## src/rtl/vram_arbiter.sv

```systemverilog
// Single-port VRAM arbiter: scanout reads win every slot, then one posted CPU
// write, then CPU reads. A saturating wait counter flags starved CPU requests.
module vram_arbiter #(
  parameter int ADDR_W       = 16,
  parameter int DATA_W       = 16,
  parameter int STARVE_LIMIT = 16
) (
  input  logic              clk_i,
  input  logic              rst_ni,
  input  logic              vid_req_i,
  input  logic [ADDR_W-1:0] vid_addr_i,
  output logic              vid_valid_o,
  output logic [DATA_W-1:0] vid_data_o,
  input  logic              cpu_req_i,
  input  logic              cpu_we_i,
  input  logic [ADDR_W-1:0] cpu_addr_i,
  input  logic [DATA_W-1:0] cpu_wdata_i,
  output logic              cpu_ack_o,
  output logic [DATA_W-1:0] cpu_rdata_o,
  output logic              cpu_starved_o,
  output logic              mem_en_o,
  output logic              mem_we_o,
  output logic [ADDR_W-1:0] mem_addr_o,
  output logic [DATA_W-1:0] mem_wdata_o,
  input  logic [DATA_W-1:0] mem_rdata_i
);

  localparam logic [7:0] STARVE_LIM = 8'(STARVE_LIMIT);

  logic              mem_en_q, mem_en_d;
  logic              mem_we_q, mem_we_d;
  logic [ADDR_W-1:0] mem_addr_q, mem_addr_d;
  logic [DATA_W-1:0] mem_wdata_q, mem_wdata_d;
  logic              wb_valid_q, wb_valid_d;
  logic [ADDR_W-1:0] wb_addr_q, wb_addr_d;
  logic [DATA_W-1:0] wb_data_q, wb_data_d;
  logic              rd_pend_q, rd_pend_d;
  logic              s1_vld_q, s1_vld_d;
  logic              s1_cpu_q, s1_cpu_d;
  logic              s2_vld_q, s2_vld_d;
  logic              s2_cpu_q, s2_cpu_d;
  logic              vid_valid_q, vid_valid_d;
  logic [DATA_W-1:0] vid_data_q, vid_data_d;
  logic              cpu_ack_q, cpu_ack_d;
  logic [DATA_W-1:0] cpu_rdata_q, cpu_rdata_d;
  logic [7:0]        starve_cnt_q, starve_cnt_d;
  logic              starved_q, starved_d;
  logic              wr_accept, rd_eligible, rd_done;

  always_comb begin
    mem_en_d     = 1'b0;
    mem_we_d     = 1'b0;
    mem_addr_d   = mem_addr_q;
    mem_wdata_d  = mem_wdata_q;
    wb_valid_d   = wb_valid_q;
    wb_addr_d    = wb_addr_q;
    wb_data_d    = wb_data_q;
    rd_pend_d    = rd_pend_q;
    s1_vld_d     = 1'b0;
    s1_cpu_d     = 1'b0;
    s2_vld_d     = s1_vld_q;
    s2_cpu_d     = s1_cpu_q;
    vid_valid_d  = 1'b0;
    vid_data_d   = vid_data_q;
    cpu_ack_d    = 1'b0;
    cpu_rdata_d  = cpu_rdata_q;
    starve_cnt_d = 8'd0;
    starved_d    = 1'b0;

    // cpu_ack_q blocks re-acceptance while the CPU still holds the finished request
    wr_accept   = cpu_req_i & cpu_we_i & ~wb_valid_q & ~cpu_ack_q;
    rd_eligible = cpu_req_i & ~cpu_we_i & ~wb_valid_q & ~rd_pend_q & ~cpu_ack_q;
    rd_done     = s2_vld_q & s2_cpu_q;

    if (s2_vld_q && !s2_cpu_q) begin
      vid_valid_d = 1'b1;
      vid_data_d  = mem_rdata_i;
    end
    if (rd_done) begin
      cpu_ack_d   = 1'b1;
      cpu_rdata_d = mem_rdata_i;
      rd_pend_d   = 1'b0;
    end

    if (vid_req_i) begin
      mem_en_d   = 1'b1;
      mem_addr_d = vid_addr_i;
      s1_vld_d   = 1'b1;
    end else if (wb_valid_q) begin
      mem_en_d    = 1'b1;
      mem_we_d    = 1'b1;
      mem_addr_d  = wb_addr_q;
      mem_wdata_d = wb_data_q;
      wb_valid_d  = 1'b0;
    end else if (rd_eligible) begin
      mem_en_d   = 1'b1;
      mem_addr_d = cpu_addr_i;
      s1_vld_d   = 1'b1;
      s1_cpu_d   = 1'b1;
      rd_pend_d  = 1'b1;
    end

    // accept only needs an empty buffer, so it never collides with a drain
    if (wr_accept) begin
      wb_valid_d = 1'b1;
      wb_addr_d  = cpu_addr_i;
      wb_data_d  = cpu_wdata_i;
      cpu_ack_d  = 1'b1;
    end

    if (cpu_req_i && !cpu_ack_q) begin
      starve_cnt_d = (starve_cnt_q == 8'hFF) ? starve_cnt_q : starve_cnt_q + 8'd1;
    end
    starved_d = (starve_cnt_d >= STARVE_LIM);
  end

  always_ff @(posedge clk_i or negedge rst_ni) begin
    if (!rst_ni) begin
      mem_en_q     <= 1'b0;
      mem_we_q     <= 1'b0;
      mem_addr_q   <= '0;
      mem_wdata_q  <= '0;
      wb_valid_q   <= 1'b0;
      wb_addr_q    <= '0;
      wb_data_q    <= '0;
      rd_pend_q    <= 1'b0;
      s1_vld_q     <= 1'b0;
      s1_cpu_q     <= 1'b0;
      s2_vld_q     <= 1'b0;
      s2_cpu_q     <= 1'b0;
      vid_valid_q  <= 1'b0;
      vid_data_q   <= '0;
      cpu_ack_q    <= 1'b0;
      cpu_rdata_q  <= '0;
      starve_cnt_q <= 8'd0;
      starved_q    <= 1'b0;
    end else begin
      mem_en_q     <= mem_en_d;
      mem_we_q     <= mem_we_d;
      mem_addr_q   <= mem_addr_d;
      mem_wdata_q  <= mem_wdata_d;
      wb_valid_q   <= wb_valid_d;
      wb_addr_q    <= wb_addr_d;
      wb_data_q    <= wb_data_d;
      rd_pend_q    <= rd_pend_d;
      s1_vld_q     <= s1_vld_d;
      s1_cpu_q     <= s1_cpu_d;
      s2_vld_q     <= s2_vld_d;
      s2_cpu_q     <= s2_cpu_d;
      vid_valid_q  <= vid_valid_d;
      vid_data_q   <= vid_data_d;
      cpu_ack_q    <= cpu_ack_d;
      cpu_rdata_q  <= cpu_rdata_d;
      starve_cnt_q <= starve_cnt_d;
      starved_q    <= starved_d;
    end
  end

  assign vid_valid_o   = vid_valid_q;
  assign vid_data_o    = vid_data_q;
  assign cpu_ack_o     = cpu_ack_q;
  assign cpu_rdata_o   = cpu_rdata_q;
  assign cpu_starved_o = starved_q;
  assign mem_en_o      = mem_en_q;
  assign mem_we_o      = mem_we_q;
  assign mem_addr_o    = mem_addr_q;
  assign mem_wdata_o   = mem_wdata_q;

endmodule

```

## config.mk

```make
export PLATFORM = sky130hd
export DESIGN_NAME = vram_arbiter
export DESIGN_NICKNAME = d
export VERILOG_FILES = /design/src/rtl/vram_arbiter.sv
export SDC_FILE = /design/constraint.sdc
export NUM_CORES = 1
export LEC_CHECK = 0
export CAP_MARGIN = 20
export CORE_MARGIN = 2
export CORE_UTILIZATION = 42
export CTS_BUF_LIST = sky130_fd_sc_hd__clkbuf_8 sky130_fd_sc_hd__clkbuf_16
export DETAILED_ROUTE_END_ITERATION = 10
export PLACE_DENSITY = 0.82
export REMOVE_ABC_BUFFERS = 1
export SLEW_MARGIN = 20
export SYNTH_ARGS = -nofsm -noshare
export SYNTH_HDL_FRONTEND = slang
export SYNTH_SLANG_ARGS = --single-unit
```

## constraint.sdc

```tcl
create_clock -name clk_i -period 2 [get_ports clk_i]
set_clock_uncertainty 0.2 [all_clocks]
set_input_delay 0.3 -clock clk_i [delete_from_list [all_inputs] [get_ports clk_i]]
set_output_delay 0.3 -clock clk_i [all_outputs]
set_load 0.005 [all_outputs]
```

==> reports/summary.txt, run 1 <==
CTS root buf = clkbuf_8
Final setup viols = 0
Synth Flop Type = dfrtp_1
Wire per inst = 16.1 um
CTS max path bufs = 2
Placer Congestion = 0.743
DR vias = 3253
Number of antenna diodes = 0
YS warnings = 0
Post-DP HPWL = 7.22 mm
Cells on worst reg2reg path = 5
Worst slew margin = 0.678
Clk sinks = 115
H-tree levels = 4
Fin util = 0.635
Number of flops mapped to enable cells by yosys = 0
Sw Ratio = 0.245
Initial antenna violation count = 0
Synthesis-stage register bit count = 115
Origin of the worst setup path = starve_cnt_q[1]
Layout area overhead = 47.9%
Post-synth cell types = 33
Tmin final = 1920 ps
Final Cycle Share = 0.960
Largest net degree at the start of global routing = 43
Clock Latency Late Sink = 510 ps
Final Instance Area = 0.00685 sq mm
Leak pwr = 0.00288 uW
Clock Power Share = 0.351
Max Cap Viol = 0
Vias in the first global route = 3517
Worst r2r src = starve_cnt_q[1]
Final nets = 565
Share of cells above drive strength 1 = 0.256
Number of post-CTS setup repair buffers = 0
Die Height = 109 um
RSZ-0062 raised after global routing = no
Pwr dens = 1230 mW/mm^2
Clock slew at reported path FFs = 60 ps
Layout Cells excl Fill = 647
Detailed Route Iter0 Violations = 109
DR pass1 iterations = 4
Worst-Margin Slew = 482 ps
Peak VDD IR = 0.000743 V
Dpl cell area = 0.00625 sq mm
CTS tree = yes
Residual DRC = 0
Die width = 109 um
CP max FO = 5
Critical path type = reg -> reg
Final Slew Violations = 0
Fin. Hold Viols = 0
Worst Hold Class = in -> async
Drt total wl = 10.4 mm
DR vias/cell = 5.03
Mapped cell area = 0.00463 sq mm
Core area = 0.0108 sq mm
First-pass GRT wire length = 16.9 mm
Min Hold Slack = 76.8 ps
GRT Overall Usage = 0.189
Sequential element share of the synthesized area = 0.621
Synth Instances = 341
Arrival time at the worst endpoint = 2090 ps
Post-route ant nets = 0
GRT overflow = 0
Status = completed
Internal = 6360 uW
Port Buffers = 137
CP startpoint kind = register
Ys async rst share = 1.00
Crit end category = register
FF-to-FF End = cpu_starved_o
Post-Syn Area per Cell = 13.6 sq um
Seq pwr share = 0.399
Initial Util = 0.429
Io pins = 138
Die area = 0.0119 sq mm
Worst path required time = 2170 ps
R2r setup slk = 80 ps
Row cnt = 38
Psw = 2070 uW
Combinational share of power = 0.250
Inserted Clock Buffers = 17
Cells after DPL = 615
FMAX = 0.521 GHz
==> synthesized netlist by cell type (2+ instances only) <==
| cell | count | area (sq um) |
|---|---|---|
| mux2_2 | 75 | 845 |
| nand2b_1 | 3 | 18.8 |
| mux2i_1 | 17 | 170 |
| mux2_1 | 5 | 56.3 |
| a31oi_1 | 3 | 18.8 |
| nand3_1 | 2 | 10.0 |
| a21oi_1 | 17 | 85.1 |
| buf_4 | 5 | 37.5 |
| clkbuf_1 | 6 | 22.5 |
| buf_2 | 6 | 30.0 |
| a21o_1 | 2 | 15.0 |
| nor2_1 | 24 | 90.1 |
| nor2b_1 | 3 | 18.8 |
| nor3_1 | 2 | 10.0 |
| o21ai_0 | 19 | 95.1 |
| nand2_1 | 20 | 75.1 |
| and3_2 | 2 | 15.0 |
| dfrtp_1 | 115 | 2880 |
==> layout by cell type, fill, tap and decap left out, types with 3 or more instances in the layout <==
cell,instances
mux2i_1,17
dfrtp_1,115
clkbuf_16,16
mux2_2,75
clkinvlp_4,7
o21ai_0,18
buf_12,4
nand2b_1,3
nor2b_1,3
a31oi_1,3
buf_4,11
clkdlybuf4s50_1,136
a21oi_1,17
bufinv_16,3
mux2_1,5
nand2_1,20
nor2_1,24
==> logic make-up after synthesis <==
| group | synth area share |
|---|---|
| multiplexers | 0.231 |
| AND/OR/NAND/NOR | 0.0700 |
| AO/OA/AOI/OAI | 0.0527 |
| buffers and inverters | 0.0203 |
| flip-flops | 0.621 |
| XOR/XNOR | 0.00189 |
| adder cells (fa/ha/maj) | 0.00270 |
==> layout make-up <==
cell class              instances  area, sq um
inverters                       1         3.75
repair buffers                152         1530
clock inverters                13          161
flip-flops and latches        115         2880
well taps                     140          175
fillers                       804         3940
clock buffers                  18          428
multi-input cells             208         1670
==> power by group through the flow <==
| stage | clock network (uW) | registers [uW] | logic [uW] |
|---|---|---|---|
| final | 2960 | 3360 | 2110 |
| after global routing | 3140 | 3440 | 2300 |
| after CTS | 3020 | 3370 | 2150 |
| after detailed placement | 0 | 3390 | 2120 |
| after global placement | 0 | 3350 | 2050 |
| after floorplan | 0 | 3370 | 735 |
==> timing repair <==
item	CTS	global route
gates resized for setup	0	2
hold buffers	1	0
endpoints found under the hold margin	115	0
endpoints found under the setup margin	0	1
==> per-layer routing <==
metal,wire [um],vias up,share of wire,GRT usage
met2,5390,99,0.52,0.324
met4,147,0,0.014,0.0659
met5,0,-,0,0
met3,667,13,0.064,0.0622
li1,-,1513,-,-
met1,4200,1628,0.40,0.222
==> metrics by stage <==
stage | setup TNS [ps] | power, uW | setup slack [ps]
CTS | 0 | 8530 | 5.70
global route | 0 | 8890 | 14.0
finish | 0 | 8420 | 80.2
global placement | -2480 | 5400 | -75.2
floorplan | -27790 | 4110 | -483
detailed placement | -3750 | 5510 | -109
==> how the worst max path moves through the flow <==
stage,end,slack (ps),depth (start not counted)
finish,cpu_starved_o,80,5
global route,cpu_starved_o,10,5
CTS,cpu_starved_o,6,5
detailed placement,wb_data_q[9],-110,5
global placement,wb_data_q[5],-80,5
floorplan,mem_wdata_o[0],-480,2
==> flip-flops by register name (all words and copies together), names as in the netlist, 8 cells and up <==
signal and count:
wb_addr_q 16, cpu_rdata_o 16, mem_addr_o 16, vid_data_o 16, wb_data_q 16, mem_wdata_o 16
starve_cnt_q 8
==> critical path, stage by stage, from the launching register on <==
cell and delay (ps):
dfrtp_1 400, ha_2 250, nand2_2 100, nor4_2 240, nor3_1 80, or4_1 510
(Power assumes the default switching activity.)
==> inputs of run 2 (changes only) <==
CELL_PAD_IN_SITES_DETAIL_PLACEMENT = 1   (was unset)
CELL_PAD_IN_SITES_GLOBAL_PLACEMENT = 2   (was unset)
CORE_UTILIZATION = 28   (was 42)
PLACE_DENSITY = 0.83   (was 0.82)
==> run 2 against run 1 <==
Cell count rose by 13%. Worst hold slack improved by 81 ps. Largest power group unchanged. Non-clock buffer count rose by 2. Critical path depth did not move. Global-route usage fell by 4.8 points. Clock power rose by 8.4%. Sequential share of layout area fell by 1.0 points.
==> reports/summary.txt, run 2 (same netlist as run 1, synthesis figures left out) <==
Fin. Hold Viols = 0 (unchanged)
Largest net degree at the start of global routing = 35 (was 43)
Inserted Clock Buffers = 17 (unchanged)
Setup TNS Final = 0 ps (unchanged)
Most frequent cells in the layout = clkdlybuf4s50_1 (136), dfrtp_1 (115), mux2_2 (75), nor2_1 (24), nand2_1 (20) (unchanged)
Drt total wl = 11.8 mm (was 10.4 mm)
Most common cell after layout, fill and taps aside = clkdlybuf4s50_1 (unchanged)
Post-route ant nets = 0 (unchanged)
Post-DP HPWL = 8.53 mm (was 7.22 mm)
Max Cap Viol = 0 (unchanged)
Io pins = 138 (unchanged)
Final setup viols = 0 (unchanged)
Worst r2r src = starve_cnt_q[1] (unchanged)
GRT Overall Usage = 0.141 (was 0.189)
Pwr dens = 1240 mW/mm^2 (was 1230 mW/mm^2)
Clock Latency Late Sink = 410 ps (was 510 ps)
Placer Congestion = 0.818 (was 0.743)
Vias in the first global route = 3734 (was 3517)
Critical path type = reg -> reg (unchanged)
Detailed Route Iter0 Violations = 101 (was 109)
Hold endpoint = s2_vld_q
Wire per inst = 16.1 um (about the same)
CTS max path bufs = 2 (unchanged)
CTS tree = yes (unchanged)
Clock Power Share = 0.369 (was 0.351)
Port Buffers = 137 (unchanged)
Final nets = 567 (was 565)
Worst slew margin = 0.664 (was 0.678)
Sw Ratio = 0.238 (was 0.245)
Clk sinks = 115 (unchanged)
DR vias = 3303 (was 3253)
Worst Hold Class = reg -> reg (was in -> async)
Dpl cell area = 0.00638 sq mm (was 0.00625 sq mm)
GRT overflow = 0 (unchanged)
Final Cycle Share = 0.959 (was 0.960)
Worst hold stages = 0
Seq pwr share = 0.387 (was 0.399)
Arrival time at the worst endpoint = 1980 ps (was 2090 ps)
Residual DRC = 0 (unchanged)
Cells on worst reg2reg path = 5 (unchanged)
CP startpoint kind = register (unchanged)
Share of cells above drive strength 1 = 0.254 (was 0.256)
H-tree levels = 4 (unchanged)
FMAX = 0.521 GHz (about the same)
CTS root buf = clkbuf_16 (was clkbuf_8)
Internal = 6630 uW (was 6360 uW)
Worst-Margin Slew = 502 ps (was 482 ps)
FF-to-FF End = cpu_starved_o (unchanged)
Clock slew at reported path FFs = 50 ps (was 60 ps)
Leak pwr = 0.00294 uW (was 0.00288 uW)
Worst path required time = 2070 ps (was 2170 ps)
First-pass GRT wire length = 19.4 mm (was 16.9 mm)
R2r setup slk = 80 ps (about the same)
Die area = 0.0176 sq mm (was 0.0119 sq mm)
Final Instance Area = 0.00702 sq mm (was 0.00685 sq mm)
Core area = 0.0163 sq mm (was 0.0108 sq mm)
DR pass1 iterations = 4 (unchanged)
Layout area overhead = 51.5% (was 47.9%)
Initial Util = 0.283 (was 0.429)
CP max FO = 5 (unchanged)
Status = completed (unchanged)
Combinational share of power = 0.244 (was 0.250)
Die Height = 133 um (was 109 um)
Initial antenna violation count = 1 (was 0)
Number of antenna diodes = 0 (unchanged)
Crit end category = register (unchanged)
DR vias/cell = 4.54 (was 5.03)
Die width = 133 um (was 109 um)
Final Slew Violations = 0 (unchanged)
Psw = 2070 uW (about the same)
Row cnt = 47 (was 38)
Tmin final = 1920 ps (about the same)
Peak VDD IR = 0.000575 V (was 0.000743 V)
Hold_sp = s1_vld_q
run 2: cell count changes in the layout (fill, tap and decap cells not counted), sizes merged:
cell and change:
clkbuf -1, buf +2, clkinvlp -6, inv +2, bufinv +2, clkinv +2
run 2: what timing repair did:
| item | 4_1_cts | 5_1_grt |
|---|---|---|
| hold buffers | 1 | 0 |
| buffers inserted | 0 | 0 |
| setup endpoints to repair | 0 | 1 |
| resized for setup | 0 | 2 |
| hold endpoints to repair | 31 | 0 |
run 2: power groups by stage:
stage | Clock, uW | Combinational [uW] | Sequential (uW)
after global placement | 0 | 2080 | 3370
after detailed placement | 0 | 2160 | 3410
after floorplan | 0 | 735 | 3370
after CTS | 3310 | 2170 | 3380
final | 3210 | 2120 | 3360
after global routing | 3420 | 2310 | 3470
run 2: final cells by class:
| class | instances | area, sq um |
|---|---|---|
| inverters | 1 | 3.75 |
| repair buffers | 154 | 1560 |
| clock inverters | 13 | 194 |
| flip-flops and latches | 115 | 2880 |
| well taps | 220 | 275 |
| fillers | 1713 | 9330 |
| multi-input cells | 208 | 1680 |
| clock buffers | 17 | 425 |
run 2: worst max-delay path, cell delays in order (launching register included):
cell     delay (ps)
dfrtp_1         430
ha_4            200
and3_2          210
o21ai_0         160
a31oi_1          70
or4_1           520
run 2: through the flow:
stage           util  std cells  hold WS [ps]  power [uW]  setup slack [ps]
4_1_cts        0.429        728           158        8860              20.5
6_report       0.429        728           158        8690              81.4
2_1_floorplan      -        324          -196        4110              -483
3_3_place_gp   0.390        697          94.1        5450             -62.9
3_5_place_dp   0.390        697          98.7        5570              -133
5_1_grt        0.429        728           170        9190             -5.19
run 2: how the worst max path moves through the flow:
stage | start | end | slack (ps)
after detailed placement | cpu_req_i | wb_data_q[11] | -130
final | starve_cnt_q[1] | cpu_starved_o | 80
after global routing | starve_cnt_q[1] | cpu_starved_o | -5
after CTS | starve_cnt_q[1] | cpu_starved_o | 20
after floorplan | wb_valid_q | mem_wdata_o[0] | -480
after global placement | cpu_req_i | wb_data_q[4] | -60
run 2: per-layer routing:
metal  GRT usage  up-vias  share of wire
li1            -     1510              -
met5           0        -        0.00094
met3      0.0544       13          0.058
met2       0.235       97           0.50
met4      0.0406        2          0.010
met1       0.169     1681           0.43
==> variant, RTL diff (config.mk and constraints of run 2) <==
Make the reset (`rst_ni`) synchronous in one clocked block.
--- a/src/rtl/vram_arbiter.sv
+++ b/src/rtl/vram_arbiter.sv
@@ -115,5 +115,5 @@
   end
 
-  always_ff @(posedge clk_i or negedge rst_ni) begin
+  always_ff @(posedge clk_i) begin
     if (!rst_ni) begin
       mem_en_q     <= 1'b0;
Check against the original RTL: differs if rst_ni is asserted again (counterexample within 4 cycles, from zero or initial values and one cycle with rst_ni low); with rst_ni held inactive, the same outputs for 10 cycles.
==> variant against run 2 <==
Sequential cell count unchanged; setup slack gained 44 ps; area after synthesis decreased by 0.41%; wire length is 13% higher; design area shrank 2.2%; critical path type is now in -> reg; critical endpoint is now mem_addr_o[4]; highest routed layer is now met4.
Power is not compared: it rests on default switching activity, and its combinational part moved more than twofold at a synthesized area within 25%.
==> variant: results (changes against run 2) <==
- Critical R2R Launch: cpu_ack_o (was starve_cnt_q[1])
- Hold path start: rst_ni (was s1_vld_q)
- Mapped Avg Cell Area: 8.69 um2 (was 13.6 um2)
- Mux share of post-synthesis cell area: 7.38% (was 23.1%)
- Fin cells: 896 (was 728)
- Post-DP HPWL: 9.43 mm (was 8.53 mm)
- CP arrival: slightly below 2000 ps
- Compound-Gate Fraction of Synth Area: 17.0% (was 5.27%)
- DR vias/cell: 4.54 (about the same)
- First DRT Iteration DRCs: 144 (was 101)
- # fillers: 1864 (was 1713)
- Clock root cell: clkbuf_16 (unchanged)
- Async set or reset register ratio after synthesis: 0% (was 100%)
- Layout cells sized above 1: 7.65% (was 25.4%)
- Met3 GRT Util: 3.88% (was 5.44%)
- Cell variety after synth: 34 (was 33)
- F_max: 0.533 GHz (was 0.521 GHz)
- Dpl ws: -310 ps (was -133 ps)
- Sequential fraction of the synthesis area: 49.9% (was 62.1%)
- Largest net degree at the start of global routing: 48 (was 35)
- Critical-path top delay cell: clkdlybuf4s50_1 (was or4_1)
- Max_slew headroom: 72.4% (was 66.4%)
- Wire length on met3: 497 um (was 686 um)
- Wirelength per Cell: 14.8 um (was 16.1 um)
- Final Net Count: 737 (was 567)
- Top cells by count, synth: 181 x nand2_1, 115 x dfxtp_1, 49 x a21boi_1, 34 x mux2i_1 (was 115 x dfrtp_1, 75 x mux2_2, 24 x nor2_1, 20 x nand2_1, 19 x o21ai_0)
- Critical path peak fanout: 17 (was 5)
- Grt met2 use: 27.0% (was 23.5%)
- Crit path from: cpu_req_i (was starve_cnt_q[1])
- Placed cell areas: 6290 um2 (was 6380 um2)
- Hold WS: 60.4 ps (was 158 ps)
- CTS Hold Buffers Added: 0 (was 1)
- CP endpoint: mem_addr_o[4] (was cpu_starved_o)
- # H-tree levels: 4 (unchanged)
- Met1 WL: 6.02 mm (was 5.07 mm)
- GR Layer Usage met1: 18.9% (was 16.9%)
- Hold depth: 2 (was 0)
- Synth top area share: 49.9% (was 62.1%)
- Initial antenna violation count: 0 (was 1)
- DRT Pass-1 Iters: 4 (unchanged)
- CP max stage delay: 500 ps (was 520 ps)
- Synth top area cells: dfxtp_1 50%, nand2_1 15%, a21boi_1 8.0% (was dfrtp_1 62%, mux2_2 18%, mux2i_1 3.7%)
- First-pass GRT wire length: 21.9 mm (was 19.4 mm)
- Wire length on met2: 6.56 mm (was 5.86 mm)
- Synth Area in Adders: 0.271% (was 0.270%)
- Routability cong.: 0.766 (was 0.818)
- Status: finished, final reports clean (unchanged)
- DR top layer: met4 (was met5)
- Post-Synth XOR/XNOR Area: 0.380% (was 0.189%)
- R2r setup slk: 190 ps (was 80 ps)
- Worst-Skew Late Latency: 400 ps
- Post-placement cell count: 864 (was 697)
- Hold worst-path end: cpu_rdata_o[7] (was s2_vld_q)
- CP top delay family: buffers and inverters (was simple AND/OR/NAND/NOR gates)
- Hold WC Path Type: in -> reg (was reg -> reg)
- Vias in the first global route: 4397 (was 3734)
- Tot GR Track Use: 15.7% (was 14.1%)
-- variant: cell count changes after synthesis, moves of 15 or more --
cell	delta
mux2i_1	+17
a21boi_1	+49
clkbuf_1	+27
nand2_1	+161
dfrtp_1	-115
nor2b_1	+15
nor2_1	-18
a21boi_0	+33
mux2_2	-75
dfxtp_1	+115
-- variant: cells by family after synthesis --
group / count (synthesis)
compound gates: 110
xor+xnor: 2
fa+ha+maj: 1
buf+inv: 39
flops: 115
mux: 34
simple gates: 230
-- variant: area by class of cell --
cell class	count	area, um2	area share, %
clock inverters	12	114	1.66
well taps	216	270	3.94
repair buffers	156	1570	22.9
clock buffers	20	467	6.80
multi-input cells	377	2140	31.2
flip-flops and latches	115	2300	33.5
-- variant: report_power, final --
group	switching, mW	internal [mW]	total [mW]
Clock	1.03	1.91	2.94
Sequential	0.0480	2.38	2.43
Combinational	0.252	0.347	0.599
Total	1.33	4.63	5.97
